`config.mk`:
```
export PLATFORM = sky130hd
export DESIGN_NAME = ps2_host_tx
export DESIGN_NICKNAME = d
export VERILOG_FILES = /design/src/rtl/ps2_pkg.sv /design/src/rtl/ps2_line_sync.sv /design/src/rtl/ps2_host_tx.sv
export SDC_FILE = /design/constraint.sdc
export NUM_CORES = 1
export LEC_CHECK = 0
export ABC_CLOCK_PERIOD_IN_PS = 1800
export CORE_ASPECT_RATIO = 0.5
export CORE_UTILIZATION = 55
export CTS_BUF_LIST = sky130_fd_sc_hd__clkbuf_8
export CTS_CLUSTER_DIAMETER = 50
export CTS_CLUSTER_SIZE = 14
export DETAILED_ROUTE_END_ITERATION = 10
export PLACE_DENSITY = 0.77
export SETUP_SLACK_MARGIN = 0.05
export SYNTH_ARGS = -nofsm -noshare
export SYNTH_HDL_FRONTEND = slang
export SYNTH_SLANG_ARGS = --single-unit
```
`constraint.sdc`:
```
create_clock -name clk -period 1.8 [get_ports clk]
set_clock_uncertainty 0.05 [all_clocks]
set_input_delay 0.36 -clock clk [delete_from_list [all_inputs] [get_ports clk]]
set_output_delay 0.36 -clock clk [all_outputs]
set_load 0.01 [all_outputs]
```
`src/rtl/ps2_pkg.sv`:
```
// ps2_pkg: PS/2 state encoding, command constants and parity helper shared by host TX and receiver
package ps2_pkg;

    typedef enum logic [1:0] {IDLE, INHIBIT, SHIFT, WAIT_IDLE} state_t;

    localparam logic [7:0] CMD_SET_LEDS = 8'hED;
    localparam logic [7:0] CMD_RESET    = 8'hFF;
    localparam logic [7:0] RSP_ACK      = 8'hFA;

    function automatic logic odd_parity(input logic [7:0] b);
        return ~^b;
    endfunction

endpackage

```
`src/rtl/ps2_line_sync.sv`:
```
// ps2_line_sync: 2-FF synchronizer, FILTER_LEN glitch filter and falling-edge pulse for one PS/2 pin
module ps2_line_sync #(
    parameter int FILTER_LEN = 8
) (
    input  logic clk,
    input  logic rst_n,
    input  logic pin,
    output logic level,
    output logic fall
);

    localparam int CW = $clog2(FILTER_LEN + 1);

    logic          s1_q, s2_q;
    logic          lvl_q, lvl_d;
    logic          fall_q, fall_d;
    logic [CW-1:0] cnt_q, cnt_d;

    // A new level is taken only after FILTER_LEN consecutive samples disagree with the current one
    always_comb begin
        cnt_d  = '0;
        lvl_d  = lvl_q;
        fall_d = 1'b0;
        if (s2_q != lvl_q) begin
            if (cnt_q == CW'(FILTER_LEN - 1)) begin
                lvl_d  = s2_q;
                fall_d = ~s2_q;
            end else begin
                cnt_d = cnt_q + 1'b1;
            end
        end
    end

    always_ff @(posedge clk or negedge rst_n) begin
        if (!rst_n) begin
            s1_q   <= 1'b1;
            s2_q   <= 1'b1;
            lvl_q  <= 1'b1;
            fall_q <= 1'b0;
            cnt_q  <= '0;
        end else begin
            s1_q   <= pin;
            s2_q   <= s1_q;
            lvl_q  <= lvl_d;
            fall_q <= fall_d;
            cnt_q  <= cnt_d;
        end
    end

    assign level = lvl_q;
    assign fall  = fall_q;

endmodule

```
`src/rtl/ps2_host_tx.sv`:
```
// ps2_host_tx: host-to-device PS/2 transmitter; request-to-send, frame shift on device clock, ACK check.
module ps2_host_tx import ps2_pkg::*; #(
    parameter int INHIBIT_CYCLES = 12000,
    parameter int DATA_LEAD      = 200,
    parameter int TIMEOUT_CYCLES = 1500000,
    parameter int FILTER_LEN     = 8
) (
    input  logic       clk,
    input  logic       rst_n,
    input  logic [7:0] tx_data,
    input  logic       tx_valid,
    output logic       tx_ready,
    input  logic       kclk_in,
    input  logic       kdata_in,
    output logic       kclk_oe,
    output logic       kdata_oe,
    output logic       busy,
    output logic       done,
    output logic       ack_err,
    output logic       timeout_err
);

    localparam int IW = $clog2(INHIBIT_CYCLES + 1);
    localparam int TW = $clog2(TIMEOUT_CYCLES + 1);

    state_t        state_q, state_d;
    logic [IW-1:0] icnt_q, icnt_d;
    logic [TW-1:0] tcnt_q, tcnt_d;
    logic [3:0]    n_q, n_d;
    logic [7:0]    sh_q, sh_d;
    logic          par_q, par_d;
    logic          ack_ok_q, ack_ok_d;
    logic          done_q, done_d;
    logic          ack_err_q, ack_err_d;
    logic          terr_q, terr_d;

    logic          kclk, kdata, kclk_fall, unused_kdata_fall;
    logic          accept, in_frame, lines_idle, timeout, last_fall;
    logic [2:0]    bit_idx;

    ps2_line_sync #(.FILTER_LEN(FILTER_LEN)) u_clk_sync (
        .clk(clk), .rst_n(rst_n), .pin(kclk_in), .level(kclk), .fall(kclk_fall)
    );

    ps2_line_sync #(.FILTER_LEN(FILTER_LEN)) u_data_sync (
        .clk(clk), .rst_n(rst_n), .pin(kdata_in), .level(kdata), .fall(unused_kdata_fall)
    );

    assign accept     = state_q == IDLE && tx_valid;
    assign in_frame   = state_q == SHIFT || state_q == WAIT_IDLE;
    assign lines_idle = kclk && kdata;
    assign timeout    = !kclk_fall && tcnt_q == TW'(TIMEOUT_CYCLES - 1);
    assign last_fall  = state_q == SHIFT && kclk_fall && n_q == 4'd10;

    always_ff @(posedge clk or negedge rst_n) begin
        if (!rst_n) begin
            state_q   <= IDLE;
            icnt_q    <= '0;
            tcnt_q    <= '0;
            n_q       <= '0;
            sh_q      <= '0;
            par_q     <= 1'b0;
            ack_ok_q  <= 1'b0;
            done_q    <= 1'b0;
            ack_err_q <= 1'b0;
            terr_q    <= 1'b0;
        end else begin
            state_q   <= state_d;
            icnt_q    <= icnt_d;
            tcnt_q    <= tcnt_d;
            n_q       <= n_d;
            sh_q      <= sh_d;
            par_q     <= par_d;
            ack_ok_q  <= ack_ok_d;
            done_q    <= done_d;
            ack_err_q <= ack_err_d;
            terr_q    <= terr_d;
        end
    end

    always_comb begin
        state_d = state_q;
        unique case (state_q)
            IDLE:      state_d = tx_valid ? INHIBIT : IDLE;
            INHIBIT:   state_d = (icnt_q == IW'(INHIBIT_CYCLES - 1)) ? SHIFT : INHIBIT;
            SHIFT:     state_d = last_fall ? WAIT_IDLE : timeout ? IDLE : SHIFT;
            WAIT_IDLE: state_d = (lines_idle || timeout) ? IDLE : WAIT_IDLE;
        endcase
    end

    // Falls seen during INHIBIT are the device finishing its own frame and are deliberately ignored
    always_comb begin
        icnt_d    = (state_q == INHIBIT) ? icnt_q + 1'b1 : '0;
        tcnt_d    = (in_frame && !kclk_fall) ? tcnt_q + 1'b1 : '0;
        n_d       = (state_q != SHIFT) ? '0 : kclk_fall ? n_q + 1'b1 : n_q;
        sh_d      = accept ? tx_data : sh_q;
        par_d     = accept ? odd_parity(tx_data) : par_q;
        ack_ok_d  = last_fall ? ~kdata : ack_ok_q;
        done_d    = state_q == WAIT_IDLE && lines_idle;
        ack_err_d = done_d && !ack_ok_q;
        terr_d    = in_frame && timeout && !done_d;
    end

    always_comb begin
        bit_idx  = 3'(n_q - 4'd1);
        kclk_oe  = state_q == INHIBIT;
        kdata_oe = 1'b0;
        if (state_q == INHIBIT)
            kdata_oe = icnt_q >= IW'(INHIBIT_CYCLES - DATA_LEAD);
        else if (state_q == SHIFT)
            kdata_oe = (n_q == 4'd0) ? 1'b1 :
                       (n_q <= 4'd8) ? ~sh_q[bit_idx] :
                       (n_q == 4'd9) ? ~par_q : 1'b0;
    end

    assign tx_ready    = state_q == IDLE;
    assign busy        = state_q != IDLE;
    assign done        = done_q;
    assign ack_err     = ack_err_q;
    assign timeout_err = terr_q;

endmodule

```
Word-level counts from Yosys, hierarchy flattened
Cells that the tools add are included.
{"block": "totals", "regBits": 69, "input_bits": 13, "out_inout_bits": 7}
{"block": "op_classes", "add_sub_neg": 6, "n_lt_le_gt_ge": 3, "n_eq_ne": 12, "mux": 23, "bitwise_logic": 4, "reduce_logical": 22}
{"operator": "$mux 4", "n": 6}
{"operator": "$add 21x1->21 const B", "n": 1}
{"operator": "$eq 21x21->1 const B", "n": 1}
{"operator": "$mux 21", "n": 1}
{"operator": "$add 14x1->14 const B", "n": 1}
{"operator": "$eq 14x14->1 const B", "n": 1}
{"operator": "$ge 14x14->1 const B", "n": 1}
{"operator": "$mux 14", "n": 1}
{"operator": "$add 4x1->4 const B", "n": 3}
{"operator": "$logic_and 1x1->1", "n": 10}
{"operator": "$mux 1", "n": 9}
{"operator": "$eq 4x3->1 const B", "n": 2}
{"operator": "$eq 4x4->1 const B", "n": 2}
{"operator": "$mux 2", "n": 4}
{"operator": "$pmux 2 s4", "n": 1}
{"operator": "$reduce_xnor 8->1", "n": 1}
{"operator": "$eq 2x2->1 const B", "n": 2}
{"operator": "$le 4x4->1 const B", "n": 1}
{"operator": "$logic_not 4->1", "n": 1}
{"operator": "$lt 3x4->1 const B", "n": 1}
{"operator": "$not 1->1", "n": 4}
{"operator": "$reduce_and 2->1", "n": 2}
{"operator": "$reduce_bool 2->1", "n": 2}
{"operator": "$bmux 1 s3", "n": 1}
{"operator": "7 further kinds", "n": 11}

Longest topological paths before layout
Gate-level depths: netlist of run 1.
{"block": "depth", "ltp_word": 8, "depth_mapped": 6, "depth_no_buf": 6}

Cells and area by module
A second synthesis of run 1 with hierarchy kept.
{"block": "unflattened", "hier_cells": 311, "area_unflattened_um2": 3405.8}
{"module": "ps2_host_tx", "n_inst": 1, "cells_per_inst": 267, "area_each_um2": 2767.7}
{"module": "ps2_line_sync", "n_inst": 2, "cells_per_inst": 22, "area_each_um2": 319.1}

Least setup slack after synthesis of run 1
No wires, ideal clock.
{"block": "synth_timing", "path_kind": "register -> output", "from": "register n_q[0]", "to": "output kdata_oe", "arrival_time_ns": 1.480, "slack_ns": -0.090, "path_stages_with_launch": 6, "cell_sequence": "dfrtp_1 -> inv_1 -> ha_1 -> mux4_2 -> o21ai_0 -> a32o_1"}
{"block": "synth_between", "elab_chain_cells": 8}
{"item": "start, declared", "line_no": "ps2_host_tx.sv:29", "source": "logic [3:0] n_q, n_d;"}
{"item": "start signal, assigned", "line_no": "ps2_host_tx.sv:71", "source": "n_q <= n_d;"}
{"item": "$sub 3x1->3", "line_no": "ps2_host_tx.sv:105", "source": "bit_idx = 3'(n_q - 4'd1);"}
{"item": "$bmux 1 s3", "line_no": "ps2_host_tx.sv:112", "source": "(n_q <= 4'd8) ? ~sh_q[bit_idx] :"}
{"item": "$mux 1 (implied by the code)", "line_no": "ps2_host_tx.sv:112"}
{"item": "$not 1->1", "line_no": "ps2_host_tx.sv:112"}
{"item": "$mux 1", "line_no": "ps2_host_tx.sv:112"}
{"item": "$mux 1 (*)", "line_no": "ps2_host_tx.sv:111", "source": "kdata_oe = (n_q == 4'd0) ? 1'b1 :"}
{"item": "$mux 1 (*)", "line_no": "ps2_host_tx.sv:110", "source": "else if (state_q == SHIFT)"}
{"item": "$mux 1 (*)", "line_no": "ps2_host_tx.sv:108", "source": "if (state_q == INHIBIT)"}
{"item": "end, declared", "line_no": "ps2_host_tx.sv:16", "source": "output logic kdata_oe,"}
Every way passes the cells marked *; elsewhere a longest branch is shown, timed or not. The select of a mux whose other input is x is not followed.

Worst setup path after layout of run 1
Ends and elaborated chain as after synthesis.

==> impl_metrics.ini, run 1 <==
[placement]
portBuffers = 19
place_area_um2 = 3953
gp_congestion = 0.8624
dp.cells = 443
hpwl_um = 5076

[layout]
final_common_cell = dfrtp_1
fin_area_um2 = 4263
final_cell_mix = dfrtp_1, buf_4, nor2_1
fin_cells = 468
syn2layout_area_growth_pct = 26.23
diodes = 0
fillers = 370
final_layout_size_suffix_gt1_share_pct = 28.35
final_nets = 413

[synth]
yosysSeqAreaShare_pct = 51.35
ys.flop_type = dfrtp_1
synthCells = 321
synth_top_cell_area_share_pct = 46.68
synthAdderAreaFrac_pct = 3.705
synth_compound_area_share_pct = 6.484
synth_cell_type_count = 45
yosys_warnings = 0
syn_area_um2 = 3377
yosys.area_share.xor_xnor_pct = 9.077
synthTopCellsByArea = dfrtp_1, xnor2_1, dfstp_2
synth_top_family_by_area = simple AND/OR/NAND/NOR gates
synth.mux.area_fraction_pct = 5.298
ys_async_sr_fraction_pct = 100.0
synth_area_per_cell_um2 = 10.52
syn_nets = 344
yosysTopAreaCell = dfrtp_1
synthSimpleGateAreaFrac_pct = 21.42
synth_edf_count = 0
synth_seq_cells = 69

[power_and_ir_drop]
p_seq_share_pct = 52.1
p_switching_uw = 1033
power_leakage_uw = 0.001786
power_frac_clock_pct = 31.1
swShare_pct = 28.32
intPower_uw = 2614
p_per_area_nw_per_um2 = 855.4
ir_drop_mv = 0.9201
power_uw = 3646
combinationalPowerShare_pct = 16.8

[timing]
fin_tns_setup_ns = -0.4384
fin_crit_sh_pct = 124.4
rsz0062_at_grt = yes
finalHoldViolCount = 0
max_slew.worst_pin.slew_ns = 0.4626
fin_hold_ws_ns = 0.3066
finalSetupViolCount = 1
slew_violations = 0
post-route-min-period_ns = 2.238
setup_slack_ns = -0.4384
slew_headroom_pct = 69.16
fmax_mhz = 446.7

[critical_path]
worstSetupPathType = reg -> out
required_ns = 1.39
cp.arrival_ns = 1.83
max_stage_delay_ns = 0.41
crit_buf_inv = 2
cp_cell_sequence = inv_4 > ha_4 > mux4_2 > o21ai_1 > a32o_2 > buf_6
cpMaxStageDelayCell = dfrtp_2
crit_family = flip-flops
end_kind = output port
critPathMaxFanout = 3
cp-start-kind = flop

[grt]
grt_pass1_wl_um = 12250
grt_use_total_pct = 25.35
antenna_found_initial = 0
grt_max_degree = 34
grtUsageMet3_pct = 9.564
use_met1_pct = 31.97
grt_pass1_vias = 2633
gr-total-overflow = 0
busiest_layer = met2
use_met2_pct = 41.01

[drt]
routedWlPerCell_um = 15.88
wirelength_um = 7431
ant_nets = 0
drt_iter0_markers = 133
vias_per_cell = 5.682
vias = 2659
drc_errors = 0
dr.pass1.iters = 4

[status]
violations = setup timing
status = finished with violations

[clocking]
clock-root-buffer = clkbuf_8
cts_buffers = 9
tritoncts = done
clkSlewWorstSetupHoldPaths_ns = 0.07
cts.path.max_buffers = 2
htree_levels = 3
insertion_delay_ns = 0.36
cts_sinks = 69

[die]
dieArea_um2 = 6476
core_um2 = 5705
die_h_um = 57.41
io_pins = 20
initial_core_util_pct = 59.19
die_width_um = 112.8
fp-row-count = 19

[job]
maxCapViolCount = 0

[min_path]
hold_path.class = reg -> reg
==> stage by stage <==
step,setup slack (ns),util (%)
floorplan,0.05023,-
global placement,-0.3898,69.28
detailed placement,-0.4677,69.28
CTS,-0.4377,73.38
global route,-0.4906,74.71
finish,-0.4384,74.71
==> cells in the mapped netlist, types with 2 or more instances <==
master,n
mux2_2,11
dfrtp_1,63
nor4b_1,2
or4_1,5
nor3_1,11
a21oi_1,13
nand2b_1,2
nand4_1,9
nor2_1,38
nand3b_1,2
xor2_1,10
dfstp_2,6
nand2_1,21
xnor2_1,25
o31ai_1,6
nor3b_1,4
nand3_1,13
and4_1,3
o21ai_0,7
and3_1,3
ha_1,10
nor2b_1,3
inv_1,11
clkbuf_1,9
o21bai_1,2
nor4_1,7
or3_1,3
and2_1,4
mux4_2,2
==> cells by family (layout without fill, tap and decap cells) <==
logic type | Yosys count | count (layout)
flops | 69 | 69
mux | 14 | 14
xor+xnor | 35 | 35
fa+ha+maj | 10 | 10
buf+inv | 22 | 95
simple gates | 136 | 137
compound gates | 35 | 35
==> flip-flops by register name, indices dropped and copies added (netlist names) <==
signal / count
tcnt_q: 21
icnt_q: 14
sh_q: 8
n_q: 4
u_clk_sync.cnt_q: 4
u_data_sync.cnt_q: 4
state_q: 2
ack_err: 1
ack_ok_q: 1
done: 1
par_q: 1
timeout_err: 1
u_clk_sync.fall: 1
u_clk_sync.level: 1
u_clk_sync.s1_q: 1
u_clk_sync.s2_q: 1
u_data_sync.level: 1
u_data_sync.s1_q: 1
u_data_sync.s2_q: 1
==> cell type report <==
class / instances / area, µm² / share of cell area, %
flip-flops and latches: 69 / 1737 / 40.74
multi-input cells: 231 / 1634 / 38.33
repair buffers: 68 / 580.6 / 13.62
clock buffers: 11 / 151.4 / 3.552
well taps: 73 / 91.34 / 2.143
inverters: 11 / 43.79 / 1.027
clock inverters: 5 / 25.02 / 0.5870
==> routing by layer <==
metal | wire [µm] | vias to the layer above
met5 | 0 | -
met4 | 122 | 0
met3 | 342 | 14
met2 | 3614 | 57
met1 | 3351 | 1329
li1 | - | 1259
==> path summary, 6_finish.rpt <==
kind                            slack, ns             endpoint  depth (start not counted)             start
worst max-delay path                -0.44             kdata_oe                          6            n_q[0]
worst min-delay path                 0.31     u_data_sync.s2_q                          0  u_data_sync.s1_q
worst max register to register       0.07           tcnt_q[20]                          4        tcnt_q[11]
worst min register to register       0.31     u_data_sync.s2_q                          0  u_data_sync.s1_q
max in group asynchronous            0.66     u_data_sync.s1_q                          3             rst_n
min in group asynchronous            0.44  u_clk_sync.cnt_q[2]                          2             rst_n
==> timing repair <==
action | 4_1_cts | 5_1_grt
hold buffers | 1 | 0
resized for setup | 23 | 16
setup buffers | 2 | 6
hold endpoints to repair | 14 | 0
pin swaps | 4 | 7
setup endpoints to repair | 4 | 11
gates cloned | 0 | 1
==> power by group through the flow <==
stage	logic (µW)	clock network [µW]	registers (µW)
4_1_cts	615	1160	1900
5_1_grt	693	1230	1930
2_1_floorplan	365	0	1900
3_5_place_dp	602	0	1920
6_report	614	1130	1900
3_3_place_gp	565	0	1910
Power figures use the tool's default switching activity.
==> run 2, diff against run 1 <==
--- a/config.mk
+++ b/config.mk
@@ -5,14 +5,14 @@
 export SDC_FILE = /design/constraint.sdc
 export NUM_CORES = 1
 export LEC_CHECK = 0
-export ABC_CLOCK_PERIOD_IN_PS = 1800
+export ABC_CLOCK_PERIOD_IN_PS = 2300
 export CORE_ASPECT_RATIO = 0.5
 export CORE_UTILIZATION = 55
 export CTS_BUF_LIST = sky130_fd_sc_hd__clkbuf_8
 export CTS_CLUSTER_DIAMETER = 50
 export CTS_CLUSTER_SIZE = 14
 export DETAILED_ROUTE_END_ITERATION = 10
-export PLACE_DENSITY = 0.77
+export PLACE_DENSITY = 0.75
 export SETUP_SLACK_MARGIN = 0.05
 export SYNTH_ARGS = -nofsm -noshare
 export SYNTH_HDL_FRONTEND = slang
==> constraint.sdc (replaced) <==
create_clock -name clk -period 2.3 [get_ports clk]
set_clock_uncertainty 0.05 [all_clocks]
set_input_delay 0.46 -clock clk [delete_from_list [all_inputs] [get_ports clk]]
set_output_delay 0.46 -clock clk [all_outputs]
set_load 0.01 [all_outputs]
==> run 2 against run 1 <==
  * First-iteration DRC count down 11%
  * Non-clock buffer count down 34
  * Register-to-register slack better by 0.35 ns
  * Worst hold slack better by 0.0033 ns
  * Critical path depth down 1
  * Critical path type unchanged
  * Critical endpoint unchanged
  * The flow now finishes without violations
==> impl_metrics.ini, run 2 (same netlist as run 1, synthesis figures left out) <==
[placement]
place_area_um2 = 3710
gp_congestion = 0.7967
portBuffers = 19
hpwl_um = 4439
place_worst_setup_slack_ns = -0.06553

[timing]
max_slew.worst_pin.slew_ns = 0.7405
fin_hold_ws_ns = 0.3099
fmax_mhz = 440.3
setup_slack_ns = 0.02877
finalHoldViolCount = 0
slew_violations = 0
post-route-min-period_ns = 2.271
fin_crit_sh_pct = 98.75
finalSetupViolCount = 0
rsz0062_at_grt = yes
slew_headroom_pct = 50.63

[grt]
grt_use_total_pct = 22.26
grt_max_degree = 39
grt_pass1_vias = 2412
gr-total-overflow = 0
grt_pass1_wl_um = 10850
antenna_found_initial = 0

[critical_path]
end_kind = output port
cp-start-kind = flop
worstSetupPathType = reg -> out
critPathMaxFanout = 4
r2r_slack_ns = 0.42
required_ns = 1.79
cp.arrival_ns = 1.76

[die]
die_h_um = 57.41
core_um2 = 5705
fp-row-count = 19
die_width_um = 112.8
initial_core_util_pct = 59.19
io_pins = 20
dieArea_um2 = 6476

[drt]
ant_nets = 0
dr.pass1.iters = 4
drt_iter0_markers = 118
vias = 2427
drc_errors = 0
wirelength_um = 6170
routedWlPerCell_um = 14.25
vias_per_cell = 5.605

[clocking]
cts.path.max_buffers = 2
cts_buffers = 9
cts_sinks = 69
htree_levels = 3
post_cts_buffers = 0
tritoncts = done
clkSlewWorstSetupHoldPaths_ns = 0.07
insertion_delay_ns = 0.34
clock-root-buffer = clkbuf_8

[layout]
utilization_pct = 69.39
reg_top3 = tcnt_q x21, icnt_q x14, sh_q x8
syn2layout_area_growth_pct = 17.23
top_register = tcnt_q
diodes = 0
fin_area_um2 = 3959
final_cell_mix = dfrtp_1, nor2_1, xnor2_1
final_nets = 378
final_layout_size_suffix_gt1_share_pct = 16.94
final_common_cell = dfrtp_1
largest_register_ff_count = 21

[job]
maxCapViolCount = 0

[status]
status = finished clean

[power_and_ir_drop]
power_uw = 2737
p_per_area_nw_per_um2 = 691.3
power_leakage_uw = 0.001614
ir_drop_mv = 0.6804

[min_path]
hold_path.class = reg -> reg
==> run 2: changes by cell type in the layout (fill, tap and decap cells not counted), moves of 3 or more <==
cell,change
buf_4,-32
clkdlybuf4s50_1,+3
clkinv_2,-3
inv_1,+4
==> run 2: critical path: stages, from the launching register on <==
cell     delay (ns)
dfrtp_1        0.38
buf_6          0.14
mux4_2         0.49
o21ai_1        0.10
a32o_2         0.21
buf_6          0.10
==> run 2: path summary, 6_finish.rpt <==
check | start | to | depth (start not counted)
max | n_q[0] | kdata_oe | 5
min | u_clk_sync.s1_q | u_clk_sync.s2_q | 0
max reg2reg | tcnt_q[5] | tcnt_q[20] | 4
min reg2reg | u_clk_sync.s1_q | u_clk_sync.s2_q | 0
max in group asynchronous | rst_n | state_q[0] | 3
min in group asynchronous | rst_n | u_data_sync.cnt_q[0] | 2
==> run 2: through the flow <==
step / std cells / setup TNS, ns
finish: 433 / 0
global route: 433 / -0.07207
global placement: 416 / -0.02439
CTS: 433 / 0
detailed placement: 416 / -0.06553
floorplan: 321 / 0
==> run 2: what timing repair did <==
item	in CTS	in global routing
gates resized for setup	20	3
pin swaps	4	2
hold endpoints to repair	4	0
hold buffers	1	0
setup endpoints to repair	1	1
==> run 2: routing by layer <==
metal,global-route usage [%],vias to the layer above,share of wire [%]
met1,27.54,1180,46
met2,37.57,44,49
met5,0,-,0
met4,5.905,0,0.89
li1,-,1195,-
met3,8.183,8,4.2
==> run 2: power breakdown <==
part | internal (µW) | switching [µW] | leakage, µW | total, µW
clock | 401 | 416 | 0.000101 | 817
sequential | 1370 | 137 | 0.000905 | 1500
combinational | 213 | 203 | 0.000607 | 416
total | 1980 | 755 | 0.00161 | 2740
==> run 2: layout make-up <==
type,count,area [µm²]
clock buffers,10,137.6
clock inverters,6,25.02
fillers,449,1747
inverters,11,41.29
multi-input cells,230,1620
flip-flops and latches,69,1734
well taps,73,91.34
repair buffers,34,309.0
==> run 3, diff against run 2 <==
--- a/config.mk
+++ b/config.mk
@@ -7,13 +7,14 @@
 export LEC_CHECK = 0
 export ABC_CLOCK_PERIOD_IN_PS = 2300
 export CORE_ASPECT_RATIO = 0.5
-export CORE_UTILIZATION = 55
+export CORE_UTILIZATION = 57
 export CTS_BUF_LIST = sky130_fd_sc_hd__clkbuf_8
 export CTS_CLUSTER_DIAMETER = 50
 export CTS_CLUSTER_SIZE = 14
 export DETAILED_ROUTE_END_ITERATION = 10
-export PLACE_DENSITY = 0.75
+export PLACE_DENSITY = 0.77
 export SETUP_SLACK_MARGIN = 0.05
+export SLEW_MARGIN = 15
 export SYNTH_ARGS = -nofsm -noshare
 export SYNTH_HDL_FRONTEND = slang
 export SYNTH_SLANG_ARGS = --single-unit
==> run 3 against run 2 <==
  * The run now ends with setup timing left
  * Total power rose by 3.5%
  * Sequential power barely moved
  * Register-to-register slack got worse by 0.02 ns
  * Sequential cell count did not move
  * Critical path type unchanged
  * Largest cell class unchanged
  * Largest power group unchanged
==> impl_metrics.ini, run 3 (same netlist as run 1, synthesis figures left out) <==
[status]
status = finished with violations
violations = setup timing

[layout]
final_common_cell = dfrtp_1
syn2layout_area_growth_pct = 18.34
final_nets = 378
fillers = 370
largest_register_ff_count = 21
fin_cells = 433
top_register = tcnt_q
final_cell_mix = dfrtp_1, nor2_1, xnor2_1
diodes = 0
reg_top3 = tcnt_q x21, icnt_q x14, sh_q x8
final_layout_size_suffix_gt1_share_pct = 17.78

[placement]
portBuffers = 19
dp.cells = 416
hpwl_um = 4215
gp_congestion = 0.8546
place_worst_setup_slack_ns = -0.05253

[power_and_ir_drop]
power_uw = 2832
power_leakage_uw = 0.001630
ir_drop_mv = 0.5717
p_per_area_nw_per_um2 = 708.5

[clocking]
clock-root-buffer = clkbuf_8
insertion_delay_ns = 0.34
tritoncts = done
cts_buffers = 9
clkSlewWorstSetupHoldPaths_ns = 0.07
cts.path.max_buffers = 2
htree_levels = 3
cts_sinks = 69

[grt]
grt_use_total_pct = 23.52
antenna_found_initial = 0
gr-total-overflow = 0
grt_pass1_wl_um = 11180
grt_pass1_vias = 2396
grt_max_degree = 70

[timing]
slew_headroom_pct = 50.34
fin_crit_sh_pct = 100.6
finalHoldViolCount = 0
max_slew.worst_pin.slew_ns = 0.7450
finalSetupViolCount = 1
setup_slack_ns = -0.01403
post-route-min-period_ns = 2.314
slew_violations = 0
rsz0062_at_grt = yes
fmax_mhz = 432.1
fin_tns_setup_ns = -0.01403

[critical_path]
r2r_start = tcnt_q[5]
max_stage_delay_ns = 0.39
cp-start-kind = flop
required_ns = 1.79
cp.arrival_ns = 1.80
worstSetupPathType = reg -> out
cpMaxStageDelayCell = dfrtp_1
critPathMaxFanout = 2
crit-reg2reg-capture = tcnt_q[17]
crit_buf_inv = 2
r2r_slack_ns = 0.40
crit_family = flip-flops
cp_cell_sequence = inv_2 > ha_4 > xor2_2 > nor3_1 > o21ai_2 > a32o_2 > buf_6
end_kind = output port
reg2regPathDepth = 4

[drt]
drc_errors = 0
dr.pass1.iters = 4
wirelength_um = 6573
vias = 2444
ant_nets = 0
routedWlPerCell_um = 15.18
vias_per_cell = 5.644
drt_iter0_markers = 143

[die]
dieArea_um2 = 6255
die_width_um = 110.9
initial_core_util_pct = 60.45
fp-row-count = 19
io_pins = 20
core_um2 = 5587
die_h_um = 56.43

[min_path]
hold_path.class = in -> async

[job]
maxCapViolCount = 0
-- run 3: power by group --
group          switching (µW)  internal, µW
registers                 135          1370
logic                     196           212
clock network             422           498
total                     753          2080
-- run 3: worst max path at each step --
stage	startpoint	end	slack [ns]	cells past startpoint
after global routing	n_q[0]	kdata_oe	-0.10	7
after global placement	n_q[0]	kdata_oe	-0.01	6
after detailed placement	n_q[0]	kdata_oe	-0.05	6
after floorplan	n_q[0]	kdata_oe	0.31	5
final	n_q[0]	kdata_oe	-0.01	7
after CTS	n_q[0]	kdata_oe	0.004	6
-- run 3: what timing repair did --
item | CTS | global route
setup buffers | 1 | 0
setup endpoints to repair | 1 | 2
hold buffers | 0 | 0
resized for setup | 15 | 9
pin swaps | 4 | 6
-- run 3: layout make-up --
class                   count  area [µm²]  area share [%]
clock buffers              13       178.9           4.477
inverters                  11       41.29           1.033
clock inverters             3       11.26          0.2818
repair buffers             34       322.8           8.078
flip-flops and latches     69        1734           43.39
multi-input cells         230        1617           40.45
well taps                  73       91.34           2.286
-- run 3: stage by stage --
step	instance area [µm²]	utilization, %	hold slack [ns]
2_1_floorplan	3377	-	0.1144
3_3_place_gp	3722	66.63	0.2966
3_5_place_dp	3722	66.63	0.2990
4_1_cts	3960	70.88	0.07994
5_1_grt	3996	71.53	0.09415
6_report	3996	71.53	0.08177
-- run 3: per-layer routing --
metal / vias to the layer above / part of all wire, % / track usage (%)
met3: 6 / 3.7 / 9.827
met2: 46 / 48 / 37.27
met1: 1200 / 47 / 29.97
met4: 0 / 0.90 / 6.476
li1: 1192 / - / -
met5: - / 0 / 0
